--- src/rtl/bcd_serial_add_ctrl.sv ---
// Digit-serial packed-BCD adder sequencer driving one external combinational BCD digit adder, LSD first.
// Latency DIGITS+1 cycles start->done (1 cycle on non-BCD operand); start is ignored while busy, nothing is queued.
module bcd_serial_add_ctrl #(
  parameter int DIGITS = 4
) (
  input  logic                  clk,
  input  logic                  rst,
  input  logic                  start,
  input  logic [4*DIGITS-1:0]   a,
  input  logic [4*DIGITS-1:0]   b,
  input  logic                  cin,
  output logic                  busy,
  output logic                  done,
  output logic [4*DIGITS-1:0]   sum,
  output logic                  cout,
  output logic                  err,
  output logic [3:0]            dig_a,
  output logic [3:0]            dig_b,
  output logic                  dig_cin,
  input  logic [3:0]            dig_s,
  input  logic                  dig_carry
);

  localparam int IW = (DIGITS > 1) ? $clog2(DIGITS) : 1;
  localparam logic [IW-1:0] LAST_IDX = IW'(DIGITS - 1);

  typedef enum logic [1:0] {
    IDLE = 2'd0,
    RUN  = 2'd1,
    FIN  = 2'd2
  } state_t;

  state_t state;
  state_t state_nxt;

  logic [DIGITS-1:0][3:0] a_in;
  logic [DIGITS-1:0][3:0] b_in;
  logic [DIGITS-1:0][3:0] a_reg;
  logic [DIGITS-1:0][3:0] b_reg;
  logic [DIGITS-1:0][3:0] sum_reg;
  logic [IW-1:0]          idx;
  logic                   carry_reg;
  logic                   cout_reg;
  logic                   err_reg;
  logic                   bad_bcd;
  logic                   accept;
  logic                   last;

  assign a_in   = a;
  assign b_in   = b;
  assign accept = (state == IDLE) && start;
  assign last   = (idx == LAST_IDX);

  assign sum  = sum_reg;
  assign cout = cout_reg;
  assign err  = err_reg;

  // Operand validity is judged on the live inputs, in the same cycle they are latched.
  always_comb begin
    bad_bcd = 1'b0;
    for (int i = 0; i < DIGITS; i++) begin
      if ((a_in[i] > 4'd9) || (b_in[i] > 4'd9)) begin
        bad_bcd = 1'b1;
      end
    end
  end

  always_comb begin
    state_nxt = state;
    busy      = 1'b0;
    done      = 1'b0;
    dig_a     = 4'd0;
    dig_b     = 4'd0;
    dig_cin   = 1'b0;
    case (state)
      IDLE: begin
        if (start) begin
          state_nxt = bad_bcd ? FIN : RUN;
        end
      end
      RUN: begin
        busy    = 1'b1;
        dig_a   = a_reg[idx];
        dig_b   = b_reg[idx];
        dig_cin = carry_reg;
        if (last) begin
          state_nxt = FIN;
        end
      end
      FIN: begin
        done      = 1'b1;
        state_nxt = IDLE;
      end
      default: begin
        state_nxt = IDLE;
      end
    endcase
  end

  always_ff @(posedge clk) begin
    if (rst) begin
      state     <= IDLE;
      a_reg     <= '0;
      b_reg     <= '0;
      sum_reg   <= '0;
      idx       <= '0;
      carry_reg <= 1'b0;
      cout_reg  <= 1'b0;
      err_reg   <= 1'b0;
    end else begin
      state <= state_nxt;
      if (accept) begin
        a_reg     <= a_in;
        b_reg     <= b_in;
        carry_reg <= cin;
        idx       <= '0;
        sum_reg   <= '0;
        cout_reg  <= 1'b0;
        err_reg   <= bad_bcd;
      end else if (state == RUN) begin
        sum_reg[idx] <= dig_s;
        carry_reg    <= dig_carry;
        // Index stops at the top digit instead of wrapping.
        if (last) begin
          cout_reg <= dig_carry;
        end else begin
          idx <= idx + 1'b1;
        end
      end
    end
  end

endmodule
--- config.mk ---
export PLATFORM = sky130hd
export DESIGN_NAME = bcd_serial_add_ctrl
export DESIGN_NICKNAME = d
export VERILOG_FILES = /design/src/rtl/bcd_serial_add_ctrl.sv
export SDC_FILE = /design/constraint.sdc
export NUM_CORES = 1
export LEC_CHECK = 0
export ABC_AREA = 1
export BUFFER_PORTS_ARGS = -buffer_cell sky130_fd_sc_hd__buf_2
export CAP_MARGIN = 20
export CORE_UTILIZATION = 51
export DETAILED_ROUTE_END_ITERATION = 16
export PLACE_DENSITY = 0.89
export SLEW_MARGIN = 20
export SYNTH_ARGS = -nofsm -noshare
export SYNTH_HDL_FRONTEND = slang
export SYNTH_SLANG_ARGS = --single-unit
--- constraint.sdc ---
create_clock -name clk -period 2.1 [get_ports clk]
set_clock_uncertainty 0.15 [all_clocks]
set_input_delay 0.21 -clock clk [delete_from_list [all_inputs] [get_ports clk]]
set_output_delay 0.21 -clock clk [all_outputs]
set_load 0.01 [all_outputs]
**After elaboration in Yosys (flattened, before gate mapping)**

Cells that the tools add are included.

- Bits in registers: 55
- Bits in latches: 0
- Memory bits (writable): 0
- Memory bits (read-only): 0
- Input port bits: 41
- Output and inout port bits: 29
- Word-level logic and storage cells: 68
- Memories kept: 0

- Add/sub/neg operators: 1
- Multiply operators: 0
- Div/mod/pow operators: 0
- Order comparisons: 10
- Eq/ne operators: 5
- Shifts and indexed selects: 0
- Multiplexer cells: 22
- Bitwise logic cells: 1
- Reduce and logical (&&, ||, !) cells: 12

Operators with widths:

| cell | number |
|---|---|
| $gt A4 B4 Y1 const B | 8 |
| $mux W4 | 5 |
| $bmux W4 S2 | 2 |
| $bwmux W16 | 1 |
| $mux W1 | 9 |
| $demux W4 S2 | 1 |
| $mux W2 | 3 |
| $reduce_and A2 Y1 | 3 |
| $eq A2 B2 Y1 const B | 2 |
| $logic_or A1 B1 Y1 | 4 |
| $ne A2 B2 Y1 const B | 2 |
| $pmux W2 S2 | 1 |
| $lt A2 B3 Y1 const B | 1 |
| $add A2 B1 Y2 const B | 1 |
| $eq A2 B1 Y1 const B | 1 |
| $ge A2 B1 Y1 const B | 1 |
| $logic_and A1 B1 Y1 | 2 |
| $logic_not A2 Y1 | 1 |
| $reduce_bool A2 Y1 | 1 |
| $reduce_or A2 Y1 | 1 |
| $not A1 Y1 | 1 |

**Depth between registers and ports, before layout**

- Depth in word-level cells: 9
- Gate-level depth with buffers: 9

**Worst setup path before layout**

OpenSTA, ideal clock, no wires.

- Kind: register -> register
- Start: reg idx[0]
- End: reg sum_reg (netlist bit sum[0])
- Setup time: 116 ps
- Arrival time: 1,319 ps
- Path slack: 515 ps
- Cell stages (with the launch flop): 9
- Path buffers: 2
- Clock period less this slack: 1,585 ps
- Cells stage by stage: dfxtp_1 buf_2 inv_1 buf_2 ha_1 inv_1 nor2_8 o21ai_0 nor2_1

- Cells in the longest elaborated chain, start to end: 5
- Elaborated cells between the ends (all ways): 6

Ends and longest elaborated chain:

| what | line | RTL |
|---|---|---|
| start: declaration | 41 | `logic [IW-1:0] idx;` |
| start signal: assignment | 127 | `idx <= idx + 1'b1;` |
| $lt A2 B3 Y1 (not written as such) or $ge A2 B1 Y1 (tied branches) | 121 | `sum_reg[idx] <= dig_s;` |
| $logic_and A1 B1 Y1 (not written as such) | 121 |  |
| $mux W4 (not written as such) | 121 |  |
| $demux W4 S2 * | 121 |  |
| $bwmux W16 * | 121 |  |
| end signal: indexed assignment | 121 |  |
| end: declaration | 40 | `logic [DIGITS-1:0][3:0] sum_reg;` |

Every way passes the cells marked *; elsewhere a longest branch is shown, timed or not.
A chain may end at the register's enable or synchronous reset.

**Final worst setup path**

- Start: reg idx[0]
- End: out dig_b[2]

- Cells in the longest elaborated chain, start to end: 3

Ends and longest elaborated chain:

| what | line | RTL |
|---|---|---|
| $bmux W4 S2 | 84 | `dig_b = b_reg[idx];` |
| $mux W4 (not written as such) | 84 |  |
| $mux W4 | 75 | `case (state)` |
| end: declaration | 18 | `output logic [3:0] dig_b,` |

No other way between the ends. The select of a mux whose other input is x is not followed.

==> summary.txt <==
Hold path
  – Hold Path Origin: a[4]
  – WHS Endpoint: a_reg[4]$_SDFFE_PP0P_
  – Worst hold path class: in -> reg
  – Hold Crit Depth: 3

Setup path
  – Crit path DAT: 1.57 ns
  – Crit-path cells: inv_1 > o21ai_0 > a21oi_1 > buf_2
  – Crit Reg-Reg Endpoint: sum[3]$_SDFFE_PP0P_
  – R2R depth: 7
  – R2r setup slk: 0.43 ns
  – Worst setup SP type: register
  – Worst r2r src: idx[0]$_SDFFE_PP0P_
  – Worst endpoint required time: 1.74 ns
  – Max incr delay on CP: 0.39 ns
  – Crit end category: output pin
  – Worst path slowest cell: inv_1
  – Worst Path Max Fanout: 19
  – Critical path class: reg -> out

Logic synthesis
  – Ys Warns: 0
  – Yosys cell types: 17
  – Netlist Area Pre-Place: 2386 sq um
  – Synthesized area per cell: 7.144 sq um
  – Adder-Cell Fraction of Synth Area: 2.098%
  – Post-Synth Simple-Gate Area: between 20% and 30%
  – Synth Area in Compound Gates: 18.93%
  – Main combinational cell family by area after synthesis: simple AND/OR/NAND/NOR gates
  – Post-synthesis sequential area ratio: 46.15%
  – Syn Inst Count: about 330
  – Mux cell area share after synthesis: 0%
  – XOR/XNOR share of the synthesized area: 0%
  – Syn Nets: approximately 380
  – Register bit total from synthesis: 55

Floorplanning
  – Core area: 4414 sq um
  – Die X: roughly 70 microns
  – Num ports: 70
  – Rows: 24
  – Starting Density: around 54%
  – Die H: 70.40 microns
  – Die area: 4956 sq um

Timing
  – Setup violators final: 0
  – Final hold vios: 0
  – Period utilisation layout: 91.80%
  – Tmin final: 1.928 ns
  – Fmax: 0.5187 GHz
  – Slew HR: 65.91%
  – Unrepaired setup endpoints after global routing: false
  – Slew @ Worst Pin: approximately 0.51 ns
  – Fin. max-slew vios: 0
  – Slack of the critical path: 0.1721 ns
  – Setup TNS: 0 ns

Clock network
  – CTS tree: yes
  – Clock-pin slew on the worst setup and hold paths: 0.09 ns
  – Clk sinks: 55
  – H-tree Lvls: 2
  – Post-CTS repair timing setup buffer count: 0
  – Root Buffer: clkbuf_8
  – CTS Buf Count: 5
  – Worst skew pair latency: 0.31 ns
  – Clk buf depth: 2

Routing
  – Total number of vias: 2374
  – DRC: 0
  – WL final: 5509 microns
  – Wire per inst: 12.08 microns
  – Detailed-route vias per instance: 5.206
  – First-pass iteration count of the detailed router: 4
  – Final ANT Viol Nets: 0
  – Initial DRC Count: around 110

Cells and area
  – Net count, final: 448
  – Post-route core utilization: 65.28%
  – N_diodes: 0
  – P&R area growth vs syn: 20.77%
  – Area occupied by multi-input gates: ~1100 sq um
  – Register area: 1102 sq um
  – Share of post-route cells with drive strength above 1: 22.77%
  – FILL cells: 395

Job
  – Max-cap viol count: 0

Global route
  – GRT overflow: 0
  – Antenna violations before repair: 0
  – Largest net degree at the start of global routing: 30
  – GRT Overall Usage: around a quarter
  – First-pass GRT wire length: ~9200 microns
  – Vias in the first global route: 2154

Pwr
  – Lkg Pwr: roughly 0.0013 uW
  – VDD IR max: 0.4697 mV
  – Total power: 1988 uW
  – Pwr dens: between 600 and 700 nW/um^2

Status
  – Status: finished clean

Place
  – Port Buf Inserts: ~70
  – Worst slack at placement: 0.4542 ns
  – Detailed Place HPWL: 3976 microns
  – Gpl congestion: 0.8593
## repair_timing
action,in CTS,in global routing
gates resized for setup,0,1
endpoints found under the hold margin,2,0
hold buffers,2,0
endpoints found under the setup margin,0,2
## cell usage after synthesis
cell type | instances | area share [%]
nor2_4 | 2 | 0.94
o2111a_1 | 1 | 0.47
nand3_1 | 12 | 2.5
buf_2 | 5 | 1.0
buf_6 | 1 | 0.47
ha_1 | 4 | 2.1
nand2_1 | 19 | 3.0
nor2_8 | 1 | 0.84
buf_4 | 3 | 0.94
inv_1 | 11 | 1.7
clkbuf_1 | 6 | 0.94
nor2_1 | 120 | 19
dfxtp_1 | 55 | 46
nand3_4 | 1 | 0.73
a21oi_1 | 21 | 4.4
inv_2 | 5 | 0.79
o21ai_0 | 67 | 14
## layout make-up
type / count / share of cell area, %
Multi-Input combinational cell: 248 / 39.69
Sequential cell: 55 / 38.25
Timing Repair Buffer: 77 / 14.24
Clock buffer: 8 / 3.474
Tap cell: 52 / 2.258
Inverter: 16 / 2.084
## metal layers
layer,track usage (%),vias up,share of wire (%)
met4,9.333,0,1.6
met2,41.69,72,49
met3,3.896,10,4.8
met5,0,-,0
met1,27.20,1066,45
li1,-,1226,-
## stage by stage
stage               cells  area [sq um]  hold slack [ns]
floorplan             334          2386           0.1291
global placement      446          2760           0.2948
detailed placement    446          2760           0.3002
CTS                   456          2880        0.0005185
global route          456          2882          0.01246
finish                456          2882         0.003554
## worst max path at each step
stage	from	endpoint
6_report	idx[0]$_SDFFE_PP0P_	dig_b[2]
5_1_grt	idx[0]$_SDFFE_PP0P_	dig_b[2]
4_1_cts	idx[1]$_SDFFE_PP0P_	dig_b[1]
3_5_place_dp	idx[0]$_SDFFE_PP0P_	sum[3]$_SDFFE_PP0P_
3_3_place_gp	idx[1]$_SDFFE_PP0P_	dig_a[2]
2_1_floorplan	idx[0]$_SDFFE_PP0P_	sum[0]$_SDFFE_PP0P_
## logic make-up (layout without fill, tap and decap cells)
kind of cell | after synthesis | after routing
flip-flops | 55 | 55
AO/OA/AOI/OAI | 89 | 89
AND/OR/NAND/NOR | 155 | 155
buffers and inverters | 31 | 101
adder cells (fa/ha/maj) | 4 | 4
## critical path, delay by kind of cell, from the launching register on
kind            cells  cell delay [ns]
flops               1             0.34
buf+inv             2             0.54
compound gates      2             0.37
## placed cells by master, fill, tap and decap left out, types with 6 or more instances in the layout
cell type / synthesis / layout
nor2_1: 120 / 120
dfxtp_1: 55 / 54
o21ai_0: 67 / 67
inv_1: 11 / 11
a21oi_1: 21 / 21
nand3_1: 12 / 12
buf_2: 5 / 69
nand2_1: 19 / 19
clkbuf_8: 0 / 7
buf_4: 3 / 6
## power breakdown
part           switching, uW  internal, uW
registers               29.3          1100
clock network            323           301
logic                    138          95.0
Power figures use the tool's default switching activity.
